--- config.mk ---
export PLATFORM = sky130hd
export DESIGN_NAME = seven_seg_scan_driver
export DESIGN_NICKNAME = d
export VERILOG_FILES = /design/src/rtl/seven_seg_scan_driver.sv
export SDC_FILE = /design/constraint.sdc
export NUM_CORES = 1
export LEC_CHECK = 0
export CORE_MARGIN = 1
export CORE_UTILIZATION = 54
export CTS_BUF_LIST = sky130_fd_sc_hd__clkbuf_4 sky130_fd_sc_hd__clkbuf_8
export CTS_CLUSTER_DIAMETER = 30
export DETAILED_ROUTE_END_ITERATION = 10
export PLACE_DENSITY_LB_ADDON = 0.25
export SLEW_MARGIN = 20
export SYNTH_ARGS = -nofsm -noshare
export SYNTH_HDL_FRONTEND = slang
export SYNTH_SLANG_ARGS = --single-unit
export TNS_END_PERCENT = 30
--- constraint.sdc ---
create_clock -name clk -period 2.4 [get_ports clk]
set_input_delay 0.48 -clock clk [delete_from_list [all_inputs] [get_ports clk]]
set_output_delay 0.48 -clock clk [all_outputs]
set_load 0.01 [all_outputs]
--- src/rtl/seven_seg_scan_driver.sv ---
// seven_seg_scan_driver: binary value -> BCD (sequential double-dabble) ->
// time-multiplexed DIGITS-wide seven-segment display with optional
// leading-zero blanking and overflow saturation.
//
// Handshake: load/busy behave as valid/ready with ready = !busy. A transfer
// happens on any rising edge where load=1 and busy=0; value is sampled on
// that edge. A load while busy=1 is dropped, not held or queued. done is a
// one-cycle pulse on the edge the new digits are committed, which is also
// the edge busy falls, so a new load may be presented while done is high.
module seven_seg_scan_driver #(
  parameter int DIGITS   = 4,
  parameter int BIN_W    = 14,
  parameter int SCAN_DIV = 50000
) (
  input  logic              clk,
  input  logic              rst,
  input  logic              load,
  input  logic [BIN_W-1:0]  value,
  input  logic              blank_lz,
  output logic              busy,
  output logic              done,
  output logic              ovf,
  output logic [DIGITS-1:0] anode,
  output logic [7:0]        segments
);

  localparam int BCD_W = 4 * DIGITS;
  localparam int IDX_W = (DIGITS > 1) ? $clog2(DIGITS) : 1;
  localparam int DIV_W = $clog2(SCAN_DIV);
  localparam int CNT_W = $clog2(BIN_W + 1);

  function automatic int pow10(input int n);
    int r;
    r = 1;
    for (int i = 0; i < n; i++) r = r * 10;
    return r;
  endfunction

  // Largest value the display can show; larger inputs saturate to it.
  localparam logic [31:0] MAX_DEC = 32'(pow10(DIGITS) - 1);

  // Team segment code for one BCD digit; non-decimal nibbles show nothing.
  function automatic logic [7:0] seg_code(input logic [3:0] d);
    logic [7:0] s;
    case (d)
      4'd0:    s = 8'hEB;
      4'd1:    s = 8'h28;
      4'd2:    s = 8'hB3;
      4'd3:    s = 8'hBA;
      4'd4:    s = 8'h78;
      4'd5:    s = 8'hDA;
      4'd6:    s = 8'hDB;
      4'd7:    s = 8'hA8;
      4'd8:    s = 8'hFB;
      4'd9:    s = 8'hFA;
      default: s = 8'h00;
    endcase
    return s;
  endfunction

  // One double-dabble iteration: add 3 to every nibble >= 5, then shift
  // {bcd, bin} left by one.
  function automatic logic [BCD_W+BIN_W-1:0] dd_step(
    input logic [BCD_W-1:0] b,
    input logic [BIN_W-1:0] v
  );
    logic [BCD_W-1:0] adj;
    adj = b;
    for (int i = 0; i < DIGITS; i++) begin
      if (adj[4*i +: 4] >= 4'd5) adj[4*i +: 4] = adj[4*i +: 4] + 4'd3;
    end
    return {adj, v} << 1;
  endfunction

  typedef enum logic {
    S_IDLE  = 1'b0,
    S_SHIFT = 1'b1
  } state_t;

  state_t                  state, state_next;
  logic                    accept, last_iter;
  logic                    sat;
  logic [CNT_W-1:0]        bit_cnt;
  logic [BIN_W-1:0]        bin;
  logic [BCD_W-1:0]        bcd;
  logic [BCD_W+BIN_W-1:0]  step;
  logic                    ovf_flag;
  logic [BCD_W-1:0]        digits;
  logic [DIV_W-1:0]        div_cnt;
  logic [IDX_W-1:0]        idx;
  logic [DIGITS-1:0]       blank;
  logic                    zero_above;
  logic [7:0]              seg_next;

  assign busy = (state == S_SHIFT);
  assign sat  = ({{(32-BIN_W){1'b0}}, value} > MAX_DEC);

  // Engine state register.
  always_ff @(posedge clk or posedge rst) begin
    if (rst) state <= S_IDLE;
    else     state <= state_next;
  end

  // Engine next-state: accept in IDLE, leave SHIFT after BIN_W iterations.
  always_comb begin
    state_next = state;
    accept     = 1'b0;
    last_iter  = 1'b0;
    case (state)
      S_IDLE: begin
        if (load) begin
          accept     = 1'b1;
          state_next = S_SHIFT;
        end
      end
      S_SHIFT: begin
        if (bit_cnt == CNT_W'(BIN_W - 1)) begin
          last_iter  = 1'b1;
          state_next = S_IDLE;
        end
      end
      default: state_next = S_IDLE;
    endcase
  end

  // Next {bcd, bin} after one conversion iteration.
  always_comb step = dd_step(bcd, bin);

  // Conversion datapath and commit of the finished BCD into the display.
  always_ff @(posedge clk or posedge rst) begin
    if (rst) begin
      bin      <= '0;
      bcd      <= '0;
      bit_cnt  <= '0;
      ovf_flag <= 1'b0;
      digits   <= '0;
      ovf      <= 1'b0;
      done     <= 1'b0;
    end else begin
      done <= 1'b0;
      if (accept) begin
        bin      <= sat ? MAX_DEC[BIN_W-1:0] : value;
        bcd      <= '0;
        bit_cnt  <= '0;
        ovf_flag <= sat;
      end else if (state == S_SHIFT) begin
        {bcd, bin} <= step;
        bit_cnt    <= bit_cnt + CNT_W'(1);
        if (last_iter) begin
          digits <= step[BCD_W+BIN_W-1 -: BCD_W];
          ovf    <= ovf_flag;
          done   <= 1'b1;
        end
      end
    end
  end

  // Scan divider and digit index, free-running.
  always_ff @(posedge clk or posedge rst) begin
    if (rst) begin
      div_cnt <= '0;
      idx     <= '0;
    end else if (div_cnt == DIV_W'(SCAN_DIV - 1)) begin
      div_cnt <= '0;
      idx     <= (idx == IDX_W'(DIGITS - 1)) ? '0 : idx + IDX_W'(1);
    end else begin
      div_cnt <= div_cnt + DIV_W'(1);
    end
  end

  // Leading-zero mask: digit i>0 blanks when it and everything above is 0.
  always_comb begin
    blank      = '0;
    zero_above = blank_lz;
    for (int i = DIGITS - 1; i > 0; i--) begin
      zero_above = zero_above && (digits[4*i +: 4] == 4'd0);
      blank[i]   = zero_above;
    end
  end

  // Segment pattern for the currently indexed digit.
  always_comb begin
    seg_next = seg_code(digits[4*idx +: 4]);
    if (blank[idx]) seg_next = 8'h00;
  end

  // Registered output stage.
  always_ff @(posedge clk or posedge rst) begin
    if (rst) begin
      anode    <= DIGITS'(1);
      segments <= 8'hEB;
    end else begin
      anode    <= DIGITS'(1) << idx;
      segments <= seg_next;
    end
  end

endmodule

# Word-level counts from Yosys, hierarchy flattened
# Memories as Yosys holds them, arrays and structs flattened.
# Index checks and enable logic that the tools add are counted.
# Widths: inputs -> output; s select.
[totals]
output_inout_bits = 15
word_cells = 66
mem_bits_ro = 112
mem_count = 1
register_bits = 84
[memory_table]
columns = ["memory", "depth", "width", "read_ports", "rd_clocked_by_memory_dff", "wr", "line_no", "source"]
rows = [
  ["(no name shown)", 16, 7, 1, 0, 0, "45", "case (d)"],
]
[op_classes]
n_eq_ne = 3
magnitude_cmp = 6
n_addsub = 7
muxes = 25
shifts = 2
reduce_logical = 8
n_bitwise = 2
[ops]
columns = ["cell", "count"]
rows = [
  ["$mux 16", 3],
  ["$mux 14", 3],
  ["$mux 4", 5],
  ["$add 16x1->16 const B", 1],
  ["$eq 16x16->1 const B", 1],
  ["$ge 4x3->1 const B", 4],
  ["$shiftx 16x5->4", 1],
  ["$gt 14x14->1 const B", 1],
  ["$add 4x2->4 const B", 3],
  ["$logic_not 4->1", 3],
  ["$mux 1", 9],
  ["$mux 8", 1],
  ["$add 4x1->4 const B", 1],
  ["$eq 4x4->1 const B", 1],
  ["$shl 1x2->4 const A", 1],
  ["$add 3x2->3 const B", 1],
  ["$logic_and 1x1->1", 3],
  ["$lt 2x3->1 const B", 1],
  ["$mux 3", 1],
  ["$reduce_and 3->1", 1],
  ["$add 2x1->2 const B", 1],
  ["$bmux 1 s2", 1],
  ["$eq 2x2->1 const B", 1],
  ["$mux 2", 1],
  ["3 further kinds", 4],
]

# Depth between registers and ports, before layout
# Gate-level depths: netlist (run 1).
[depth]
depth_word = 7
ltp_mapped = 7
ltp_nobuf = 6

# Least setup slack after synthesis (run 1)
# Ideal clock, no wire load.
[synth_timing]
path_kind = "flip-flop to flip-flop"
start = "reg idx[1]"
end = "reg segments[1]"
path_buffers = 1
setup_ns = 0.095
stages_incl_launch_ff = 8
synth_period_minus_slack_ns = 1.812
arrival_ns = 1.717
slack_ns = 0.588
cell_sequence = "dfrtp_1 -> buf_6 -> mux4_2 -> inv_1 -> ha_1 -> nand2b_1 -> a21oi_1 -> nor2_1"
[synth_via]
elab_chain_cells = 3
word_cells_on_any_way = 5
cone_classes = "shift (1); mux (3); memory (1)"
[synth_rtl]
columns = ["element", "line_no", "source"]
rows = [
  ["start, declared", "90", "logic [IDX_W-1:0] idx;"],
  ["start signal, assigned", "165", "idx <= (idx == IDX_W'(DIGITS - 1)) ? '0 : idx + IDX_W'(1);"],
  ["$shiftx 16x5->4 / $bmux 1 s2 (equally long branches)", "183, 184", ""],
  ["$mem_v2 16x7 / $mux 1 (equally long branches)", "n/a", ""],
  ["$mux 8 *", "184", "if (blank[idx]) seg_next = 8'h00;"],
  ["named net seg_next[1]", "93", "logic [7:0] seg_next;"],
  ["end signal, assigned", "194", "segments <= seg_next;"],
  ["end, declared", "24", "output logic [7:0] segments"],
]
# The timed path passes the listed nets; every way through them passes the cells marked *. The select of a mux whose other input is x is not followed.
# A chain may end at the register's enable or synchronous reset.

# Worst setup path after layout (run 1)
[layout_timing]
start = "reg state (netlist: busy)"
end = "out busy"
[layout_rtl]
columns = ["element", "line_no", "source"]
rows = [
  ["start, declared", "80", "state_t state, state_next;"],
  ["start signal, assigned", "101", "else state <= state_next;"],
  ["end, declared", "20", "output logic busy,"],
]
# No word-level cell between the ends.

==> metrics.csv, run 1 <==
stage,metric,value,unit
yosys,syn_area_per_cell,10.0,sq um
sta,maxSlewViolCount,0,
job,maxCapViolCount,0,
critical_path,critical_path_class,reg -> out,
clock_network,cts_sinks,83,
yosys,synth_top_family_by_area,simple AND/OR/NAND/NOR gates,
sta,finalHoldViolCount,0,
yosys,netlist-cell-type-count,48,
sta,hold_ws,0.468,ns
critical_path,cp-end-kind,primary output,
layout,multi_input_area,1850,sq um
sta,setup_tns,0,ns
critical_path,cp_num_buf_inv,1,
global_route,grt_use_total,20.6,%
die,die_h,89.1,microns
die,fp-row-count,31,
pwr,p_leak,2.10,nW
die,die_w,89.1,microns
clock_network,insertion_delay,0.36,ns
sta,period_share,82.3,%
clock_network,post_cts_resized,0,
layout,final_cells,546,
layout,diodes,0,
yosys,synth_xor_area_share,3.85,%
global_route,grt_pass1_vias,2724,
yosys,synthesis.instances,409,
routing,drc,0,
layout,mostFrequentLayoutCell,dfrtp_1,
die,die_area,7940,sq um
placement,io_buffers,31,
layout,final_cell_mix,"76 x dfrtp_1, 52 x nand2_1, 39 x o21ai_0, 31 x clkdlybuf4s50_1, 26 x nor2_1",
clock_network,cts_root_buf,clkbuf_8,
critical_path,crit_fanout,11,
yosys,synth_compound_area_share,14.0,%
layout,area_delta_synth_final,15.8,%
min_path,hold_path_class,reg -> reg,
layout,nets,480,
pwr,peakVddDrop,488,uV
yosys,ys.flop_type,dfrtp_1,
clock_network,cts_setup_buffers,0,
clock_network,cts_made_buffers,9,
sta,fin_crit,1.97,ns
yosys,yosys_warnings,0,
routing,avgRoutedWirePerCell,13.8,microns
placement,dp_hpwl,5260,microns
global_route,grt_max_degree,84,
global_route,antenna_found_initial,0,
global_route,grt-ovfl-total,0,
pwr,power.density,1090,nW/um^2
routing,drt_wl_total,7540,microns
sta,rsz0062_at_grt,false,
sta,tightest_slew,0.655,ns
layout,utilization,65.1,%
routing,drtPass1Iterations,4,
critical_path,cp_data_arrival_time,1.49,ns
layout,drive_gt1_share,11.0,%
critical_path,crit_family,buffers and inverters,
yosys,synth_nets,447,
yosys,synth-edff-count,0,
global_route,grt_pass1_wl,12500,microns
yosys,synthAdderAreaFrac,6.11,%
critical_path,slowest_stage,clkdlybuf4s50_1,
run_status,status,"complete, no violations",
clock_network,clkTransAtPathRegs,0.09,ns
yosys,synth.cell_area,4100,sq um
yosys,seq_area_frac_synth,50.9,%
routing,vias,2975,
sta,fin_skew,0.0122,ns
sta,max-slew-margin-rel,56.3,%
critical_path,start_kind,register,
clock_network,cts_tree,yes,
yosys,synthSimpleGateAreaFrac,16.5,%
sta,max_freq,0.507,GHz
layout,regArea,2090,sq um
routing,drt_iter0_drc,106,
clock_network,cts_buffer_depth,2,
yosys,yosys_register_bits,83,
sta,setup_viol,0,
placement,dpl.cell_count,530,
yosys,synthArstFlopShare,100,%
critical_path,worstPathRequired,1.92,ns
routing,ant_nets,0,
layout,nFillCells,618,
die,io_pins,33,
routing,via_per_inst,5.45,
clock_network,postCtsHoldBufs,0,
critical_path,critical_path.max_stage_delay,0.60,ns
die,core,7290,sq um
placement,place.gp.congestion,0.789,
yosys,muxShareOfSynthArea,4.58,%
die,start_util,56.2,%
clock_network,htreeDepth,3,
critical_path,crit_chain,clkdlybuf4s50_1,
[registers in the layout, summed over array words and instances (netlist names)]
name / flops
idx: 2
bcd: 16
bit_cnt: 4
anode: 4
digits: 16
bin: 14
ovf: 1
done: 1
div_cnt: 16
busy: 1
segments: 7
ovf_flag: 1
[layer usage]
metal | wire, microns | vias up | global-route usage [%] | share of wire, %
met5 | 0 | - | 0 | 0
met4 | 92 | 0 | 6.06 | 1.2
met3 | 272 | 8 | 4.43 | 3.6
met2 | 3540 | 51 | 32.8 | 47
met1 | 3640 | 1432 | 28.7 | 48
li1 | - | 1484 | - | -
[worst min-delay path: cells and delay by family (launching register included)]
family           cells  cell delay (ns)
AND/OR/NAND/NOR      2             0.10
flip-flops           1             0.35
[stage by stage]
stage                     total power [mW]  area [sq um]  setup slack [ns]
after floorplan                       3.58          4100             0.588
after global placement                4.07          4540             0.462
after detailed placement              4.17          4540             0.431
after CTS                             5.19          4750             0.412
after global routing                  5.56          4750             0.352
final                                 5.16          4750             0.426
[area by class of cell]
type	count	share of cell area, %
clock buffers	9	2.61
multi-input cells	286	39.0
inverters	20	1.66
flip-flops and latches	83	43.9
clock inverters	7	1.63
repair buffers	42	8.54
well taps	99	2.61
[cells in the mapped netlist, drive strengths merged (2+ instances only)]
master	instances	area, sq um
clkbuf	16	60.1
a22oi	2	15.0
nand2	52	195
dfrtp	76	1900
o31ai	10	75.1
inv	19	71.3
mux2	6	67.6
ha	20	250
o21ai	40	204
nor3	8	40.0
nand3	19	95.1
and4	2	20.0
nand4	4	40.0
xnor2	13	114
xor2	5	43.8
mux4	4	90.1
a21o	6	45.0
a21oi	23	115
buf	4	27.5
mux2i	3	30.0
a211oi	6	45.0
nand2b	9	56.3
nor2	26	97.6
nor3b	6	45.0
dfstp	7	184
nor4	4	25.0
and3	2	13.8
a2bb2oi	4	35.0
[cells by family (layout without fill, tap and decap cells)]
family / after synthesis / after routing
adders and majority gates: 20 / 20
AOI/OAI and AO/OA: 96 / 96
other: 1 / 1
and+or+nand+nor: 138 / 138
xor gates and xnor gates: 18 / 18
muxes: 13 / 13
buffers and inverters: 40 / 78
DFF: 83 / 83
[where the power goes]
group / total (mW) / internal [mW] / switching, mW / leakage, nW
Sequential: 2.24 / 1.90 / 0.349 / 1.05
Clock: 1.02 / 0.485 / 0.532 / 0.0881
Combinational: 1.90 / 0.891 / 1.01 / 0.960
[worst paths after layout]
check	startpoint	endpoint	slack (ns)	depth (start not counted)
max	busy	busy	0.43	1
min	ovf_flag	ovf	0.47	2
max reg2reg	idx[1]	segments[1]	0.49	6
min reg2reg	ovf_flag	ovf	0.47	2
max in group asynchronous	rst	anode[0]	1.45	3
min in group asynchronous	rst	segments[4]	0.58	3
No activity file was read; power rests on OpenSTA's default activity.
==> run 2: changes to the inputs <==
- CORE_UTILIZATION: 54 -> 60
- clock period: 2.4 -> 2 ns (I/O delays scaled with it)
==> run 2 against run 1 <==
Compared with the run above: the flow now finishes with violations (design-rule violations); flip-flop and latch count unchanged; clock-buffer cell count increased by 3; die area decreased by 9.8%; total power increased by 22%; hold slack improved by 0.0092 ns; critical path type is now reg -> reg.
==> metrics.csv, run 2 (synthesized netlist as in run 1, its figures left out) <==
stage,metric,value,unit,change
min_path,min_to,ovf,,unchanged
sta,fin_skew,0.00752,ns,was 0.0122 ns
sta,max-slew-margin-rel,58.3,%,was 56.3%
layout,mostFrequentLayoutCell,dfrtp_1,,unchanged
routing,drt_wl_total,7950,microns,was 7540 microns
critical_path,r2r_cells,6,,unchanged
routing,via_per_inst,5.80,,was 5.45
sta,tightest_slew,0.621,ns,was 0.655 ns
layout,reg_top3,"bcd (16), digits (16), div_cnt (16)",,unchanged
clock_network,insertion_delay,0.36,ns,about the same
global_route,grt_use_total,25.4,%,was 20.6%
placement,place.gp.congestion,0.824,,was 0.789
clock_network,cts_sinks,83,,unchanged
global_route,grt-ovfl-total,0,,unchanged
job,maxCapViolCount,0,,unchanged
critical_path,start_kind,register,,unchanged
sta,fin_crit,1.83,ns,
sta,setup_tns,0,ns,unchanged
critical_path,crit_chain,"mux4_2, inv_1, ha_1, nand2b_1, a21oi_1, nor2_1",,was clkdlybuf4s50_1
critical_path,cp_data_arrival_time,2.10,ns,was 1.49 ns
global_route,use_met3,4.03,%,was 4.43%
global_route,grt_use_met2,42.8,%,was 32.8%
placement,io_buffers,31,,unchanged
placement,dpl.cell_count,514,,was 530
die,start_util,63.5,%,was 56.2%
critical_path,worstPathRequired,2.27,ns,was 1.92 ns
clock_network,cts_setup_buffers,0,,unchanged
sta,maxSlewViolCount,0,,unchanged
critical_path,ff2ff_setup_slack,0.17,ns,was 0.49 ns
die,die_w,84.7,microns,was 89.1 microns
sta,hold_ws,0.477,ns,was 0.468 ns
clock_network,clkTransAtPathRegs,0.08,ns,was 0.09 ns
critical_path,cp-end-kind,register,,was primary output
layout,final_cells,530,,was 546
clock_network,cts_tree,yes,,unchanged
clock_network,cts_buffer_depth,2,,unchanged
run_status,status,"finished, violations left",,"was complete, no violations"
layout,final_cell_mix,"75 x dfrtp_1, 52 x nand2_1, 39 x o21ai_0, 31 x clkdlybuf4s50_1, 26 x nor2_1",,"was 76 x dfrtp_1, 52 x nand2_1, 39 x o21ai_0, 31 x clkdlybuf4s50_1, 26 x nor2_1"
placement,dp_hpwl,5550,microns,was 5260 microns
layout,area_delta_synth_final,16.5,%,was 15.8%
die,die_area,7170,sq um,was 7940 sq um
critical_path,crit_fanout,5,,was 11
layout,utilization,73.9,%,was 65.1%
clock_network,postCtsHoldBufs,0,,unchanged
pwr,peakVddDrop,813,uV,was 488 uV
die,core,6460,sq um,was 7290 sq um
clock_network,htreeDepth,3,,unchanged
global_route,grt_most_used_layer,met2,,unchanged
die,fp-row-count,29,,was 31
min_path,min_from,ovf_flag,,unchanged
min_path,hold_path_class,reg -> reg,,unchanged
pwr,power.density,1320,nW/um^2,was 1090 nW/um^2
sta,rsz0062_at_grt,false,,unchanged
routing,vias,3076,,was 2975
clock_network,cts_root_buf,clkbuf_8,,unchanged
die,io_pins,33,,unchanged
sta,finalHoldViolCount,0,,unchanged
global_route,grt_pass1_vias,3147,,was 2724
routing,drc,1,,was 0
global_route,grt_pass1_wl,14100,microns,was 12500 microns
routing,ant_nets,0,,unchanged
sta,period_share,91.6,%,
sta,setup_viol,0,,unchanged
critical_path,reg2reg_from,idx[1],,unchanged
sta,max_freq,0.546,GHz,
critical_path,critical_path.max_stage_delay,0.57,ns,was 0.60 ns
min_path,hold_depth,2,,unchanged
die,die_h,84.7,microns,was 89.1 microns
run_status,violations,design-rule violations,,
critical_path,critical_path_class,reg -> reg,,was reg -> out
global_route,grt_use_met1,32.7,%,was 28.7%
global_route,grt_max_degree,84,,unchanged
routing,drtPass1Iterations,9,,was 4
global_route,antenna_found_initial,0,,unchanged
layout,diodes,0,,unchanged
routing,avgRoutedWirePerCell,15.0,microns,was 13.8 microns
layout,nets,486,,was 480
routing,drt_iter0_drc,191,,was 106
clock_network,cts_made_buffers,9,,unchanged
critical_path,slowest_stage,mux4_2,,was clkdlybuf4s50_1
pwr,p_leak,2.15,nW,was 2.10 nW
critical_path,reg2reg_to,segments[1],,unchanged
layout,drive_gt1_share,12.4,%,was 11.0%
-- run 2: cell count changes in the layout (fill, tap and decap cells not counted), sizes merged --
cell / before / now
clkinv: 2 / 3
inv: 19 / 18
clkinvlp: 5 / 2
buf: 11 / 17
clkbuf: 9 / 12
-- run 2: worst max-delay path: cells and delay by family, from the launching register on --
kind / cells / cell delay, ns
simple gates: 2 / 0.19
buf+inv: 1 / 0.14
compound gates: 1 / 0.15
fa+ha+maj: 1 / 0.25
mux: 1 / 0.57
flops: 1 / 0.44
-- run 2: through the flow --
stage / area, sq um / power (mW) / setup slack [ns]
2_1_floorplan: 4100 / 4.30 / 0.188
3_3_place_gp: 4560 / 4.91 / 0.148
3_5_place_dp: 4560 / 5.08 / 0.0826
4_1_cts: 4770 / 6.34 / 0.100
5_1_grt: 4780 / 6.80 / 0.0717
6_report: 4780 / 6.29 / 0.168
-- run 2: worst max path at each step --
stage              from          end  cells past startpoint
6_report         idx[1]  segments[1]                      6
5_1_grt          idx[1]  segments[1]                      6
4_1_cts          idx[1]  segments[1]                      6
3_5_place_dp   value[6]       bin[3]                      6
3_3_place_gp     idx[1]  segments[1]                      6
2_1_floorplan    idx[1]  segments[1]                      7
-- run 2: area by class of cell --
cell class              instances  area (sq um)
clock buffers                  12           165
clock inverters                 4          47.5
fillers                       457          1680
inverters                      20          78.8
multi-input cells             286          1850
flip-flops and latches         83          2090
well taps                      77          96.3
repair buffers                 48           450
-- run 2: metal layers --
layer / part of all wire, % / up-vias
met5: 0 / -
met4: 1.5 / 0
met3: 3.2 / 9
met2: 50 / 47
met1: 45 / 1518
li1: - / 1502
-- run 2: report_power, final --
part           total, mW  internal (mW)  switching [mW]
clock network       1.26          0.675           0.583
registers           2.71           2.28           0.429
logic               2.33           1.09            1.24
-- run 2: timing repair --
| item | in CTS | in global routing |
|---|---|---|
| resized for setup | 0 | 1 |
| endpoints found under the hold margin | 0 | 0 |
| endpoints found under the setup margin | 0 | 1 |
==> run 3: changes to the inputs <==
- ABC_AREA: unset -> 0
- CORE_ASPECT_RATIO: unset -> 1.1
==> run 3 against run 2 <==
Compared with the run above: non-clock buffer count unchanged; clock-buffer cell count decreased by 2; first-iteration DRC count decreased by 23%; clock power increased by 6%; via count increased by 0.13%; die area about the same; hold slack got worse by 0.19 ns; highest routed layer unchanged; sequential share of layout area decreased by 0.069 points; sequential power decreased by 1%; clock skew increased by 0.00076 ns; the run now ends clean; combinational power about the same; final cell count increased by 0.94%; critical endpoint unchanged; largest cell class unchanged.
==> metrics.csv, run 3 (synthesized netlist as in run 1, its figures left out) <==
stage,metric,value,unit,change
layout,nets,486,,unchanged
sta,max_freq,0.539,GHz,was 0.546 GHz
placement,io_buffers,31,,unchanged
job,maxCapViolCount,0,,unchanged
critical_path,cp_data_arrival_time,2.12,ns,was 2.10 ns
clock_network,htreeDepth,3,,unchanged
sta,setup_ws,0.146,ns,was 0.168 ns
critical_path,crit_fanout,5,,unchanged
clock_network,insertion_delay,0.36,ns,about the same
sta,fin_crit,1.85,ns,was 1.83 ns
routing,via_per_inst,5.76,,was 5.80
global_route,grt_pass1_vias,2860,,was 3147
critical_path,worstPathRequired,2.26,ns,was 2.27 ns
die,die_area,7170,sq um,about the same
routing,ant_nets,0,,unchanged
layout,reg_top3,"bcd (16), digits (16), div_cnt (16)",,unchanged
global_route,grt_max_degree,33,,was 84
routing,avgRoutedWirePerCell,14.5,microns,was 15.0 microns
pwr,peakVddDrop,755,uV,was 813 uV
critical_path,slowest_stage,mux4_2,,unchanged
layout,finalInstanceArea,4780,sq um,about the same
layout,final_cell_mix,"75 x dfrtp_1, 52 x nand2_1, 39 x o21ai_0, 31 x clkdlybuf4s50_1, 26 x nor2_1",,unchanged
die,io_pins,33,,unchanged
pwr,p_leak,2.14,nW,was 2.15 nW
clock_network,clkTransAtPathRegs,0.08,ns,about the same
critical_path,critical_path_class,reg -> reg,,unchanged
routing,drt_wl_total,7780,microns,was 7950 microns
placement,placed_cell_area,4560,sq um,about the same
clock_network,cts_tree,yes,,unchanged
routing,drc,0,,was 1
sta,rsz0062_at_grt,false,,unchanged
die,core,6590,sq um,was 6460 sq um
sta,setup_tns,0,ns,unchanged
global_route,grt_pass1_wl,13400,microns,was 14100 microns
layout,mostFrequentLayoutCell,dfrtp_1,,unchanged
sta,tightest_slew,0.660,ns,was 0.621 ns
critical_path,cp-end-kind,register,,unchanged
sta,fin_skew,0.00828,ns,was 0.00752 ns
sta,period_share,92.7,%,was 91.6%
sta,finalHoldViolCount,0,,unchanged
global_route,grt_use_total,24.8,%,was 25.4%
layout,diodes,0,,unchanged
placement,dp_hpwl,5570,microns,was 5550 microns
sta,maxSlewViolCount,0,,unchanged
sta,setup_viol,0,,unchanged
critical_path,crit_chain,"mux4_2, inv_1, ha_1, nand2b_1, a21oi_1, nor2_1",,unchanged
routing,drtPass1Iterations,4,,was 9
min_path,hold_path_class,in -> async,,was reg -> reg
placement,place.gp.congestion,0.831,,was 0.824
global_route,antenna_found_initial,0,,unchanged
layout,drive_gt1_share,12.4,%,unchanged
routing,vias,3080,,was 3076
sta,max-slew-margin-rel,55.9,%,was 58.3%
pwr,power.density,1330,nW/um^2,was 1320 nW/um^2
layout,area_delta_synth_final,16.7,%,was 16.5%
sta,hold_ws,0.285,ns,was 0.477 ns
clock_network,cts_made_buffers,9,,unchanged
clock_network,cts_root_buf,clkbuf_8,,unchanged
clock_network,cts_buffer_depth,2,,unchanged
clock_network,cts_sinks,83,,unchanged
die,die_h,88.7,microns,was 84.7 microns
die,die_w,80.8,microns,was 84.7 microns
die,start_util,62.2,%,was 63.5%
critical_path,start_kind,register,,unchanged
run_status,status,"complete, no violations",,"was finished, violations left"
critical_path,critical_path.max_stage_delay,0.58,ns,was 0.57 ns
die,fp-row-count,31,,was 29
routing,drt_iter0_drc,147,,was 191
placement,post-place-ws,0.0808,ns,was 0.0826 ns
global_route,grt-ovfl-total,0,,unchanged
==> run 3: worst paths after layout <==
kind,endpoint,cells after the start,from,slack [ns]
setup / recovery,segments[1],6,idx[1],0.15
hold / removal,digits[10],2,rst,0.29
setup reg to reg,segments[1],6,idx[1],0.15
hold reg to reg,ovf,2,ovf_flag,0.47
max in group asynchronous,idx[1],3,rst,1.11
min in group clk,ovf,2,ovf_flag,0.47
==> run 3: repair_timing <==
item | CTS | global route
hold buffers | 0 | 0
resized for setup | 0 | 1
endpoints found under the hold margin | 0 | 0
buffers inserted | 0 | 0
endpoints found under the setup margin | 0 | 1
==> run 3: critical path, delay by kind of cell, from the launching register on <==
kind                     cells  cell delay [ns]
multiplexers                 1             0.58
buffers and inverters        1             0.14
flip-flops                   1             0.44
AND/OR/NAND/NOR              2             0.19
adder cells (fa/ha/maj)      1             0.26
AO/OA/AOI/OAI                1             0.14
==> run 3: through the flow <==
stage,util [%],power [mW],instances
floorplan,-,4.30,409
global placement,69.1,4.89,519
detailed placement,69.1,5.04,519
CTS,72.5,6.39,535
global route,72.5,6.87,535
finish,72.5,6.35,535
==> run 3: layout make-up <==
cell class	instances	area [sq um]
sequential	83	2090
multi-input combinational	286	1850
fill	483	1810
timing repair buffer	48	438
clock buffer	10	138
tap	82	103
clock inverter	6	88.8
inverter	20	78.8
==> run 3: metal layers <==
layer  GRT usage, %  vias to the layer above  part of all wire [%]
met3           4.74                       13                   2.9
met2           41.9                       54                    51
met5              0                        -                     0
met4           10.1                        0                   2.0
met1           31.3                     1512                    44
li1               -                     1501                     -
==> run 3: power breakdown <==
group	total (mW)	switching [mW]	leakage (nW)	internal [mW]
Combinational	2.34	1.26	0.986	1.08
Clock	1.34	0.604	0.108	0.737
Sequential	2.67	0.393	1.05	2.28
